## src/rtl/axi4_pkg.sv

```systemverilog
// rtl/axi4_pkg.sv - shared AXI4 encodings, master state enum and response merge
//
// Contents:
//   BURST_*         AXI4 burst type encodings (FIXED/INCR/WRAP, plus the reserved code)
//   RESP_*          AXI4 response encodings (OKAY/EXOKAY/SLVERR/DECERR)
//   master_state_t  command master FSM states
//   resp_merge      folds two responses, keeping the more severe (numerically larger)
package axi4_pkg;

    localparam logic [1:0] BURST_FIXED = 2'b00;
    localparam logic [1:0] BURST_INCR  = 2'b01;
    localparam logic [1:0] BURST_WRAP  = 2'b10;
    localparam logic [1:0] BURST_RSVD  = 2'b11;

    localparam logic [1:0] RESP_OKAY   = 2'b00;
    localparam logic [1:0] RESP_EXOKAY = 2'b01;
    localparam logic [1:0] RESP_SLVERR = 2'b10;
    localparam logic [1:0] RESP_DECERR = 2'b11;

    typedef enum logic [2:0] {
        ST_IDLE  = 3'd0,
        ST_RADDR = 3'd1,
        ST_RDATA = 3'd2,
        ST_WADDR = 3'd3,
        ST_WDATA = 3'd4,
        ST_WRESP = 3'd5,
        ST_DONE  = 3'd6
    } master_state_t;

    function automatic logic [1:0] resp_merge(input logic [1:0] a, input logic [1:0] b);
        return (a > b) ? a : b;
    endfunction

endpackage

```

## src/rtl/axi4_beat_cnt.sv

```systemverilog
// rtl/axi4_beat_cnt.sv - burst beat counter shared by the read and write data paths
//
// Ports:
//   clk, rst   clock and asynchronous active-high reset
//   clr        restart the count at zero (new command)
//   inc        one data beat handshaked this cycle
//   last_idx   index of the final beat (axlen)
//   count      current beat index
//   is_last    count has reached last_idx
module axi4_beat_cnt #(
    parameter int LEN_BITS = 8
) (
    input  logic                clk,
    input  logic                rst,
    input  logic                clr,
    input  logic                inc,
    input  logic [LEN_BITS-1:0] last_idx,
    output logic [LEN_BITS-1:0] count,
    output logic                is_last
);

    always_ff @(posedge clk or posedge rst) begin
        if (rst) begin
            count <= '0;
        end else if (clr) begin
            count <= '0;
        end else if (inc) begin
            count <= count + LEN_BITS'(1);
        end
    end

    assign is_last = (count == last_idx);

endmodule

```

## src/rtl/axi4_cmd_master.sv

```systemverilog
// rtl/axi4_cmd_master.sv - AXI4 initiator turning one command into one burst transaction
//
// Optional watchdog: define AXI4_CMD_MASTER_TIMEOUT_EN to abort a stalled transaction
// after TIMEOUT_CYCLES cycles with no handshake (done_resp = DECERR).
//
// Ports:
//   PCLK, PRESET                       clock, asynchronous active-high reset
//   cmd_*                              command handshake and fields (write, addr, len, size, burst)
//   wr_data/wr_strb/wr_valid/wr_ready  write beat stream in
//   rd_data/rd_last/rd_valid/rd_ready  read beat stream out
//   done_valid/done_resp               one-cycle completion pulse with final response
//   ar*/r*/aw*/w*/b*                   AXI4 master channels
module axi4_cmd_master
    import axi4_pkg::*;
#(
    parameter int ADDR_BITS      = 32,
    parameter int DATA_BITS      = 32,
    parameter int LOGSIZE_BITS   = 3,
    parameter int LEN_BITS       = 8,
    parameter int BURST_BITS     = 2,
    parameter int RESP_BITS      = 2,
    parameter int WSTRB_BITS     = DATA_BITS / 8,
    parameter int TIMEOUT_CYCLES = 256
) (
    input  logic                    PCLK,
    input  logic                    PRESET,

    input  logic                    cmd_valid,
    output logic                    cmd_ready,
    input  logic                    cmd_write,
    input  logic [ADDR_BITS-1:0]    cmd_addr,
    input  logic [LEN_BITS-1:0]     cmd_len,
    input  logic [LOGSIZE_BITS-1:0] cmd_size,
    input  logic [BURST_BITS-1:0]   cmd_burst,

    input  logic [DATA_BITS-1:0]    wr_data,
    input  logic [WSTRB_BITS-1:0]   wr_strb,
    input  logic                    wr_valid,
    output logic                    wr_ready,

    output logic [DATA_BITS-1:0]    rd_data,
    output logic                    rd_last,
    output logic                    rd_valid,
    input  logic                    rd_ready,

    output logic                    done_valid,
    output logic [RESP_BITS-1:0]    done_resp,

    output logic [ADDR_BITS-1:0]    araddr,
    output logic [LEN_BITS-1:0]     arlen,
    output logic [LOGSIZE_BITS-1:0] arsize,
    output logic [BURST_BITS-1:0]   arburst,
    output logic                    arvalid,
    input  logic                    arready,

    input  logic [DATA_BITS-1:0]    rdata,
    input  logic [RESP_BITS-1:0]    rresp,
    input  logic                    rlast,
    input  logic                    rvalid,
    output logic                    rready,

    output logic [ADDR_BITS-1:0]    awaddr,
    output logic [LEN_BITS-1:0]     awlen,
    output logic [LOGSIZE_BITS-1:0] awsize,
    output logic [BURST_BITS-1:0]   awburst,
    output logic                    awvalid,
    input  logic                    awready,

    output logic [DATA_BITS-1:0]    wdata,
    output logic [WSTRB_BITS-1:0]   wstrb,
    output logic                    wlast,
    output logic                    wvalid,
    input  logic                    wready,

    input  logic [RESP_BITS-1:0]    bresp,
    input  logic                    bvalid,
    output logic                    bready
);

    localparam int MAX_SIZE = $clog2(WSTRB_BITS);

    master_state_t         state;
    master_state_t         state_next;
    logic [LEN_BITS-1:0]   len_q;
    logic [RESP_BITS-1:0]  acc;
    logic [LEN_BITS-1:0]   beat_count;
    logic                  beat_is_last;

    logic cmd_fire;
    logic cmd_illegal;
    logic ar_fire;
    logic aw_fire;
    logic r_fire;
    logic w_fire;
    logic b_fire;
    logic timeout;

    assign cmd_ready = (state == ST_IDLE);
    assign cmd_fire  = cmd_valid & cmd_ready;

    // WRAP bursts must be 2, 4, 8 or 16 beats; the reserved burst code and
    // beats wider than the bus are rejected without touching the bus.
    always_comb begin
        cmd_illegal = 1'b0;
        if (cmd_size > LOGSIZE_BITS'(MAX_SIZE)) begin
            cmd_illegal = 1'b1;
        end
        if (cmd_burst == BURST_BITS'(BURST_RSVD)) begin
            cmd_illegal = 1'b1;
        end
        if ((cmd_burst == BURST_BITS'(BURST_WRAP)) &&
            !((cmd_len == LEN_BITS'(1)) || (cmd_len == LEN_BITS'(3)) ||
              (cmd_len == LEN_BITS'(7)) || (cmd_len == LEN_BITS'(15)))) begin
            cmd_illegal = 1'b1;
        end
    end

    // Handshakes are derived from state and inputs, not from the driven
    // outputs, so the watchdog can steer the FSM without a combinational loop.
    assign ar_fire = (state == ST_RADDR) & arready;
    assign aw_fire = (state == ST_WADDR) & awready;
    assign r_fire  = (state == ST_RDATA) & rvalid & rd_ready;
    assign w_fire  = (state == ST_WDATA) & wr_valid & wready;
    assign b_fire  = (state == ST_WRESP) & bvalid;

`ifdef AXI4_CMD_MASTER_TIMEOUT_EN
    localparam int WD_BITS = $clog2(TIMEOUT_CYCLES + 1);

    logic [WD_BITS-1:0] wd_count;
    logic               wd_active;
    logic               any_fire;

    assign wd_active = (state == ST_RADDR) || (state == ST_RDATA) || (state == ST_WADDR) ||
                       (state == ST_WDATA) || (state == ST_WRESP);
    assign any_fire  = ar_fire | aw_fire | r_fire | w_fire | b_fire;

    always_ff @(posedge PCLK or posedge PRESET) begin
        if (PRESET) begin
            wd_count <= '0;
        end else if (!wd_active || any_fire) begin
            wd_count <= '0;
        end else begin
            wd_count <= wd_count + WD_BITS'(1);
        end
    end

    // Fires on the TIMEOUT_CYCLES-th consecutive idle cycle; DONE follows next.
    assign timeout = wd_active && !any_fire && (wd_count == WD_BITS'(TIMEOUT_CYCLES - 1));
`else
    logic unused_timeout_cfg;
    assign unused_timeout_cfg = (TIMEOUT_CYCLES == 0);
    assign timeout = 1'b0;
`endif

    axi4_beat_cnt #(
        .LEN_BITS (LEN_BITS)
    ) u_beat_cnt (
        .clk      (PCLK),
        .rst      (PRESET),
        .clr      (cmd_fire),
        .inc      (r_fire | w_fire),
        .last_idx (len_q),
        .count    (beat_count),
        .is_last  (beat_is_last)
    );

    always_ff @(posedge PCLK or posedge PRESET) begin
        if (PRESET) begin
            state <= ST_IDLE;
        end else begin
            state <= state_next;
        end
    end

    always_comb begin
        state_next = state;
        arvalid    = 1'b0;
        awvalid    = 1'b0;
        rready     = 1'b0;
        rd_valid   = 1'b0;
        rd_last    = 1'b0;
        wvalid     = 1'b0;
        wlast      = 1'b0;
        wr_ready   = 1'b0;
        bready     = 1'b0;
        done_valid = 1'b0;
        done_resp  = '0;
        case (state)
            ST_IDLE: begin
                if (cmd_valid) begin
                    if (cmd_illegal) begin
                        state_next = ST_DONE;
                    end else if (cmd_write) begin
                        state_next = ST_WADDR;
                    end else begin
                        state_next = ST_RADDR;
                    end
                end
            end
            ST_RADDR: begin
                arvalid = 1'b1;
                if (arready) begin
                    state_next = ST_RDATA;
                end
            end
            ST_RDATA: begin
                rready   = rd_ready;
                rd_valid = rvalid;
                rd_last  = rlast;
                if (r_fire && rlast) begin
                    state_next = ST_DONE;
                end
            end
            ST_WADDR: begin
                awvalid = 1'b1;
                if (awready) begin
                    state_next = ST_WDATA;
                end
            end
            ST_WDATA: begin
                wvalid   = wr_valid;
                wr_ready = wready;
                wlast    = wr_valid & beat_is_last;
                if (w_fire && beat_is_last) begin
                    state_next = ST_WRESP;
                end
            end
            ST_WRESP: begin
                bready = 1'b1;
                if (bvalid) begin
                    state_next = ST_DONE;
                end
            end
            ST_DONE: begin
                done_valid = 1'b1;
                done_resp  = acc;
                state_next = ST_IDLE;
            end
            default: begin
                state_next = ST_IDLE;
            end
        endcase
        if (timeout) begin
            state_next = ST_DONE;
        end
    end

    assign rd_data = rdata;
    assign wdata   = wr_data;
    assign wstrb   = wr_strb;

    always_ff @(posedge PCLK or posedge PRESET) begin
        if (PRESET) begin
            araddr  <= '0;
            arlen   <= '0;
            arsize  <= '0;
            arburst <= '0;
            awaddr  <= '0;
            awlen   <= '0;
            awsize  <= '0;
            awburst <= '0;
            len_q   <= '0;
            acc     <= RESP_OKAY;
        end else begin
            if (cmd_fire) begin
                len_q <= cmd_len;
                acc   <= cmd_illegal ? RESP_SLVERR : RESP_OKAY;
                if (!cmd_illegal && cmd_write) begin
                    awaddr  <= cmd_addr;
                    awlen   <= cmd_len;
                    awsize  <= cmd_size;
                    awburst <= cmd_burst;
                end
                if (!cmd_illegal && !cmd_write) begin
                    araddr  <= cmd_addr;
                    arlen   <= cmd_len;
                    arsize  <= cmd_size;
                    arburst <= cmd_burst;
                end
            end
            // An rlast that disagrees with the beat count marks the burst as
            // a slave error; the transfer still runs until rlast is seen.
            if (r_fire) begin
                acc <= (rlast != beat_is_last) ? RESP_SLVERR : resp_merge(acc, rresp);
            end
            if (b_fire) begin
                acc <= resp_merge(acc, bresp);
            end
            if (timeout) begin
                acc <= RESP_DECERR;
            end
        end
    end

endmodule

```

## config.mk

```make
export PLATFORM = sky130hd
export DESIGN_NAME = axi4_cmd_master
export DESIGN_NICKNAME = d
export VERILOG_FILES = /design/src/rtl/axi4_pkg.sv /design/src/rtl/axi4_beat_cnt.sv /design/src/rtl/axi4_cmd_master.sv
export SDC_FILE = /design/constraint.sdc
export NUM_CORES = 1
export LEC_CHECK = 0
export ABC_AREA = 1
export BUFFER_PORTS_ARGS = -buffer_cell sky130_fd_sc_hd__buf_2
export CORE_MARGIN = 8
export CORE_UTILIZATION = 41
export DETAILED_ROUTE_END_ITERATION = 10
export GPL_TIMING_DRIVEN = 0
export PLACE_DENSITY = 0.88
export SETUP_SLACK_MARGIN = 0.2
export SLEW_MARGIN = 20
export SYNTH_ARGS = -nofsm -noshare
export SYNTH_HDL_FRONTEND = slang
export SYNTH_HIERARCHICAL = 1
export SYNTH_SLANG_ARGS = --single-unit
export TNS_END_PERCENT = 10
```

## constraint.sdc

```tcl
create_clock -name PCLK -period 2.7 [get_ports PCLK]
set_clock_uncertainty 0.15 [all_clocks]
set_input_delay 0 -clock PCLK [delete_from_list [all_inputs] [get_ports PCLK]]
set_output_delay 0 -clock PCLK [all_outputs]
set_load 0.01 [all_outputs]
```

Word level (Yosys, flattened, before mapping)
Index checks and enable logic that the tools add are counted.
{"block": "classes", "order_cmp": 3, "add_sub_neg": 1, "n_div": 0, "shifts": 0, "reduce_logical": 18, "n_mul": 0, "n_mux": 32, "n_bitwise": 8, "eq_ne": 22}
{"operator": "3-bit 2-to-1 mux", "n": 7}
{"operator": "2-bit 2-to-1 mux", "n": 9}
{"operator": "3-bit case mux with 6 select lines", "n": 1}
{"operator": "8-bit 2-to-1 mux", "n": 2}
{"operator": "1-bit 2-to-1 mux", "n": 13}
{"operator": "2-bit inequality test (second input constant)", "n": 5}
{"operator": "3-bit == test (second input constant)", "n": 3}
{"operator": "8-bit by 1-bit adder with 8-bit output (second input constant)", "n": 1}
{"operator": "8-bit by 1-bit == test with 1-bit output (second input constant)", "n": 1}
{"operator": "8-bit by 2-bit == test with 1-bit output (second input constant)", "n": 1}
{"operator": "8-bit by 3-bit == test with 1-bit output (second input constant)", "n": 1}
{"operator": "8-bit by 4-bit == test with 1-bit output (second input constant)", "n": 1}
{"operator": "8-bit == test", "n": 1}
{"operator": "1-bit AND", "n": 7}
{"operator": "3-bit by 2-bit == test with 1-bit output (second input constant)", "n": 2}
{"operator": "6-bit AND reduction", "n": 1}
{"operator": "1-bit logical AND", "n": 5}
{"operator": "2-bit == test (second input constant)", "n": 2}
{"operator": "2-bit greater-than comparator", "n": 2}
{"operator": "2-bit by 1-bit inequality test with 1-bit output (second input constant)", "n": 2}
{"operator": "4-bit inequality test (second input constant)", "n": 1}
{"operator": "2-bit AND reduction", "n": 2}
{"operator": "3-bit by 1-bit == test with 1-bit output (second input constant)", "n": 1}
{"operator": "3-bit by 2-bit greater-than comparator with 1-bit output (second input constant)", "n": 1}
{"operator": "other kinds (8)", "n": 12}
{"block": "totals", "ramBits": 0, "memories": 0, "in_bits": 129, "latch_bits": 0, "out_inout_bits": 171, "rom_bits": 0, "elab_cells": 96, "ff_bits": 111}

Logic depth before layout (Yosys ltp)
{"block": "depth", "depth_word": 11, "ltp_mapped": 14, "mapped_depth_nobuf": 14}

Cells and area by module
Netlist, hierarchy kept.
{"mod": "axi4_cmd_master", "cells_each": 559, "area_each_um2": 4906.0, "seq_area_each_um2": 2577.5, "instances": 1}
{"mod": "axi4_beat_cnt", "cells_each": 78, "area_each_um2": 560.5, "seq_area_each_um2": 200.2, "instances": 1}

Least setup slack after synthesis
OpenSTA, ideal clock, no wires.
{"block": "synth_timing", "path_type": "flip-flop to flip-flop", "start": "register state[1]", "end": "register u_beat_cnt.count[4]", "arrival_time_ns": 1.600, "path_stages_with_launch": 13, "required_time_ns": 2.431, "synth_period_minus_slack_ns": 1.869, "setup_ns": 0.119, "setup_slack_ns": 0.831, "cell_sequence": "dfrtp_1 nor2_4 inv_1 nor2_1 inv_1 nor2_1 nand2_1 nand2_1 nor2_4 nor3_1 nand2_1 nand2_1 nor2_1"}
{"block": "synth_via", "elab_chain_cells": 5, "elab_cells_between_ends": 11, "cone_classes": "eq/ne (2); mux (1); bitwise (6); reduce/logical (2)"}
{"element": "start, declared", "line_no": "axi4_cmd_master.sv:82", "source": "master_state_t state;"}
{"element": "start signal, assigned", "line_no": "axi4_cmd_master.sv:171", "source": "state <= state_next;"}
{"element": "3-bit by 2-bit == test with 1-bit output or 3-bit == test (tied branches)", "line_no": "axi4_cmd_master.sv:122, axi4_cmd_master.sv:123"}
{"element": "1-bit AND, on equally long branches (2 in series)", "line_no": "axi4_cmd_master.sv:122, axi4_cmd_master.sv:123"}
{"element": "1-bit bitwise OR", "line_no": "axi4_cmd_master.sv:161", "source": ".inc (r_fire | w_fire),"}
{"element": "2-bit nonzero test (no line)"}
{"element": "end signal, assigned", "line_no": "axi4_beat_cnt.sv:28", "source": "count <= count + LEN_BITS'(1);"}
{"element": "end, declared", "line_no": "axi4_beat_cnt.sv:18", "source": "output logic [LEN_BITS-1:0] count,"}
Parallel ways exist; a longest one is shown, timed or not.
A chain may end at the register's enable or synchronous reset.

Worst setup path in the final report
{"block": "layout_timing", "start": "register u_beat_cnt.count[0]", "end": "register acc[0]"}
{"block": "layout_via", "elab_chain_cells": 5, "elab_cells_between_ends": 7, "cone_classes": "eq/ne (3); mux (3); reduce/logical (1)"}
{"element": "8-bit == test (*)", "line_no": "axi4_beat_cnt.sv:32", "source": "assign is_last = (count == last_idx);"}
{"element": "named net beat_is_last", "line_no": "axi4_cmd_master.sv:87", "source": "logic beat_is_last;"}
{"element": "1-bit inequality test (*)", "line_no": "axi4_cmd_master.sv:284", "source": "acc <= (rlast != beat_is_last) ? RESP_SLVERR : resp_merge(acc, rresp);"}
{"element": "2-bit 2-to-1 mux", "line_no": "axi4_cmd_master.sv:284"}
{"element": "2-bit 2-to-1 mux", "line_no": "axi4_cmd_master.sv:283", "source": "if (r_fire) begin"}
{"element": "2-bit 2-to-1 mux", "line_no": "axi4_cmd_master.sv:286", "source": "if (b_fire) begin"}
{"element": "end signal, assigned", "line_no": "axi4_cmd_master.sv:267", "source": "acc <= cmd_illegal ? RESP_SLVERR : RESP_OKAY;"}
{"element": "end signal, assigned", "line_no": "axi4_cmd_master.sv:284"}
{"element": "end signal, assigned", "line_no": "axi4_cmd_master.sv:287", "source": "acc <= resp_merge(acc, bresp);"}
{"element": "end, declared", "line_no": "axi4_cmd_master.sv:85", "source": "logic [RESP_BITS-1:0] acc;"}
Mark *: on every way through the listed nets, which the timed path passes. The rest lies on a longest branch.

==> results <==
- In the final timing run, aggregate negative setup slack is 0 ns.
- The analysis attributes to net switching a power of 2720 uW.
- The die is 131 um tall.
- By instance count, the leading cell after synthesis is nand2_1.
- The part of the total power dissipated in combinational logic is 40.2%.
- The overall via count from detail_route is 5204.
- The worst hold slack is around 0.0063 ns.
- The hold-critical path depth is 7.
- The peak supply drop is 568 uV.
- The setup-violating endpoint count in the final report is 0.
- The worst-skew pair later-pin latency is ~0.35 ns.
- Once detail routing completed, the nets flagged for antenna violations numbered 0.
- The path type of the worst setup path is reg -> reg.
- The via density per instance is 4.65.
- The post-synthesis area per instance is 8.58 um^2.
- The initial antenna violation count came to 1.
- The global placer's final weighted congestion is just under 0.9.
- Entering global routing, the biggest net connects 36 pins.
- The sequential power share is 40.4%.
- The die is 131 um wide.
- The I/O pin total is 300.
- The DRC violation total after the first TritonRoute iteration is 181.
- The placed instance area is 6910 um^2.
- The cell count of the worst reg-to-reg path is 12.
- The maximum cell stage delay along the critical path is 0.57 ns.
- The post-route netlist has 38.2% of its cells at a drive strength greater than 1.
- Global routing finished with a remaining overflow of 0.
- The number of maximum-capacitance violations is 0.
- The final critical path takes up 87.2% of the cycle.
- After clock tree synthesis, the clock-pin slew on the worst setup and hold paths is 0.07 ns.
- Setup repair after global routing left no endpoint under its margin.
- The worst path buffer plus inverter count is 2.
- The leakage power summed over all cells is 0.00447 uW.
- The summed area of non-filler cells in the final layout is 7770 um^2.
- The power density over cell area is 907 nW/um^2.
- The nature of the critical path startpoint is a register.
- Counting every instance in the synthesized netlist gives 637.
- The number of H-tree levels is 3.
- The relative slew slack is 70.0%.
- The smallest clock period supported by the final layout is computed as around 2.4 ns.
- Ranked by instance count, the synthesized netlist is headed by 150 x nand2_1, 111 x dfrtp_1, 85 x inv_1.
- The total power after layout is 7050 uW.
- The number of CTS-inserted buffers is 9.
- The internal power of the cells totals 4330 uW.
- Per report_power, the clock group accounts for 19.3% of the total.
- The fraction of the core area covered by cells at the end of the flow is 59.2%.
- The capturing element type of the critical path is a register.
- The number of rows created at floorplan is 42.
- Counting every net in the synthesized netlist gives 772.
- The overall die area is 17300 um^2.
- The slowest stage of the critical path is the dlygate4sd3_1 cell.
- The clock net in this run drives a total of 111 sinks.
- In this run, synthesis produced a sequential element count of 111.
- The area growth from synthesis to layout is 42.2%.
- The path class of the tightest hold or removal check is in -> reg.
- The primary flip-flop cell chosen by synthesis mapping is dfrtp_1.
- The run finished with clean final reports.
- After legalization and detailed placement, the total HPWL measured 13200 um.
- Summing the sequential cell areas from Yosys gives 50.8% of the chip area.
- The DRC violation count after routing is 0.
- In this run the cell area of the synthesized design comes to 5470 um^2.
- At the worst endpoint, the required time is 2.78 ns.
- The first TritonRoute pass finished after 5 iterations.
- The critical path goes through xor2_1 > nor2_1 > nand2_1 > nor2_4 > inv_1 > nand2_1 > nand2_1 > nand2_1 > o21ai_0 > dlygate4sd3_1 > nor2_1 > a21oi_1.
- At the pin with the least slew margin, the transition time is approximately 0.45 ns.
- The critical-path maximum fanout is 5.
- The average wire per cell in the routed design is 16.4 um.
- The count of buffers inserted at the top-level ports is 231.
- The number of distinct standard cells referenced by the synthesized netlist is 30.
- Across every metal layer, demand over resource in global routing totals approximately a fifth.
- The maximum operating frequency is 425 MHz.
- In this run the deepest clock path goes through 2 buffers.
- The initial cell density of the core is 41.6%.
- The critical path crosses 12 cells after its start point.
- Data on the critical path arrives at its endpoint at 2.43 ns.
- Net switching is 38.5% of the power.
- The floorplan step defined a core boundary enclosing 13100 um^2.
- The via count of the first global-routing pass was around 5800.
- Counting flops with a built-in enable in the synthesized netlist gives 0.
- The most repeated library cell on the critical path is nand2_1.
- TritonCTS built the clock tree.
- By area the synthesized netlist is led by dfrtp_1 51%, nand2_1 10%, buf_4 9.3%.
- The final-report max-slew violation count is 0.
- The first global-routing pass estimated 29600 um of wire.
- Broken down by cell family, the worst path's largest delay share belongs to simple AND/OR/NAND/NOR gates.
- The number of hold violations in the final report is 0.
- The clock root buffer is clkbuf_16.
- The number of nets in the layout is approximately 1100.
- During synthesis, Yosys emitted a total of 6 warnings.
- The library cell occupying the most area in the post-synthesis netlist is dfrtp_1.
- The wire length reported by the detailed router is between 15000 and 20000 um.
- Of the post-synthesis cell area, the dominant cell type holds around 51%.
- After synthesis, the share of flip-flops with an asynchronous set or reset is 100%.
-- kinds of logic after synthesis --
kind of cell / count (synthesis) / synth area share, %
AOI/OAI and AO/OA: 110 / 10.9
xor gates and xnor gates: 9 / 1.44
adders and majority gates: 6 / 1.37
buffers and inverters: 177 / 17.7
DFF: 111 / 50.8
and+or+nand+nor: 224 / 17.7
-- cell type report --
type	instances	area (um^2)
diodes	1	2.50
plain buffers	87	624
clock buffers	13	260
clock inverters	2	38.8
fillers	1118	5360
inverters	90	349
multi-input cells	349	1730
flip-flops and latches	111	2780
well taps	176	220
repair buffers	290	1770
-- cell usage in the layout (no fill, tap or decap), types with 3 or more instances in the layout --
master | synthesis | routed
o21ai_2 | 10 | 10
buf_4 | 68 | 70
ha_1 | 6 | 6
o21ai_0 | 78 | 78
clkbuf_2 | 4 | 4
buf_2 | 6 | 237
o21ai_1 | 14 | 14
nand4_1 | 4 | 4
buf_6 | 4 | 4
a21oi_1 | 5 | 5
nor3_1 | 3 | 3
inv_1 | 85 | 84
xor2_1 | 8 | 8
clkbuf_1 | 5 | 7
inv_4 | 3 | 3
nor2_1 | 44 | 43
nor2_4 | 4 | 5
dfrtp_1 | 111 | 109
dlygate4sd3_1 | 0 | 54
clkbuf_16 | 0 | 9
nand3_1 | 12 | 12
buf_12 | 0 | 3
nand2_1 | 150 | 150
-- metrics by stage --
stage / cells / setup slack (ns)
after floorplan: 637 / 0.831
after global placement: 1044 / 0.572
after detailed placement: 1047 / 0.531
after CTS: 1116 / 0.225
after global routing: 1119 / 0.166
final: 1119 / 0.346
-- power by group through the flow --
stage	clock network, uW	logic (uW)	registers [uW]
2_1_floorplan	0	1270	3100
5_1_grt	1470	3190	2930
6_report	1360	2840	2850
4_1_cts	1390	2810	2820
3_5_place_dp	0	2740	2830
3_3_place_gp	0	2640	2800
-- what timing repair did --
item / in CTS / in global routing
hold endpoints to repair: 179 / 0
setup buffers: 0 / 2
gates resized for setup: 0 / 4
hold buffers: 54 / 0
setup endpoints to repair: 0 / 1
-- flip-flops by register name, indices dropped and copies added (netlist names) --
| register | cells |
|---|---|
| awlen | 8 |
| araddr | 32 |
| awsize | 3 |
| arsize | 3 |
| u_beat_cnt/count | 8 |
| len_q | 8 |
| awburst | 2 |
| arlen | 8 |
| state | 3 |
| arburst | 2 |
| acc | 2 |
| awaddr | 32 |
-- path summary, 6_finish.rpt --
kind                                     endpoint                             from  slack [ns]
setup / recovery               acc[0]$_DFFE_PP0P_  u_beat_cnt/count[0]$_DFFE_PP0P_        0.35
hold / removal                 acc[1]$_DFFE_PP0P_                         bresp[1]       0.006
setup reg to reg               acc[0]$_DFFE_PP0P_  u_beat_cnt/count[0]$_DFFE_PP0P_        0.35
hold reg to reg             arsize[2]$_DFFE_PP0P_            arsize[2]$_DFFE_PP0P_        0.33
max in group asynchronous  awaddr[22]$_DFFE_PP0P_                           PRESET        1.66
min in group asynchronous    len_q[3]$_DFFE_PP0P_                           PRESET        0.03
-- per-layer routing --
layer	up-vias	share of wire (%)	GRT usage [%]
met3	30	8.8	7.89
met5	-	0	0
met4	0	2.0	7.40
met2	225	51	36.9
li1	2512	-	-
met1	2437	38	22.9
-- worst reg2reg max path, stage by stage (launching register included) --
cell and delay, ns:
dfrtp_1 0.45, xor2_1 0.19, nor2_1 0.13, nand2_1 0.10
nor2_4 0.12, inv_1 0.09, nand2_1 0.09, nand2_1 0.07
nand2_1 0.06, o21ai_0 0.08, dlygate4sd3_1 0.57, nor2_1 0.11
a21oi_1 0.05
No activity file was read; power rests on OpenSTA's default activity.
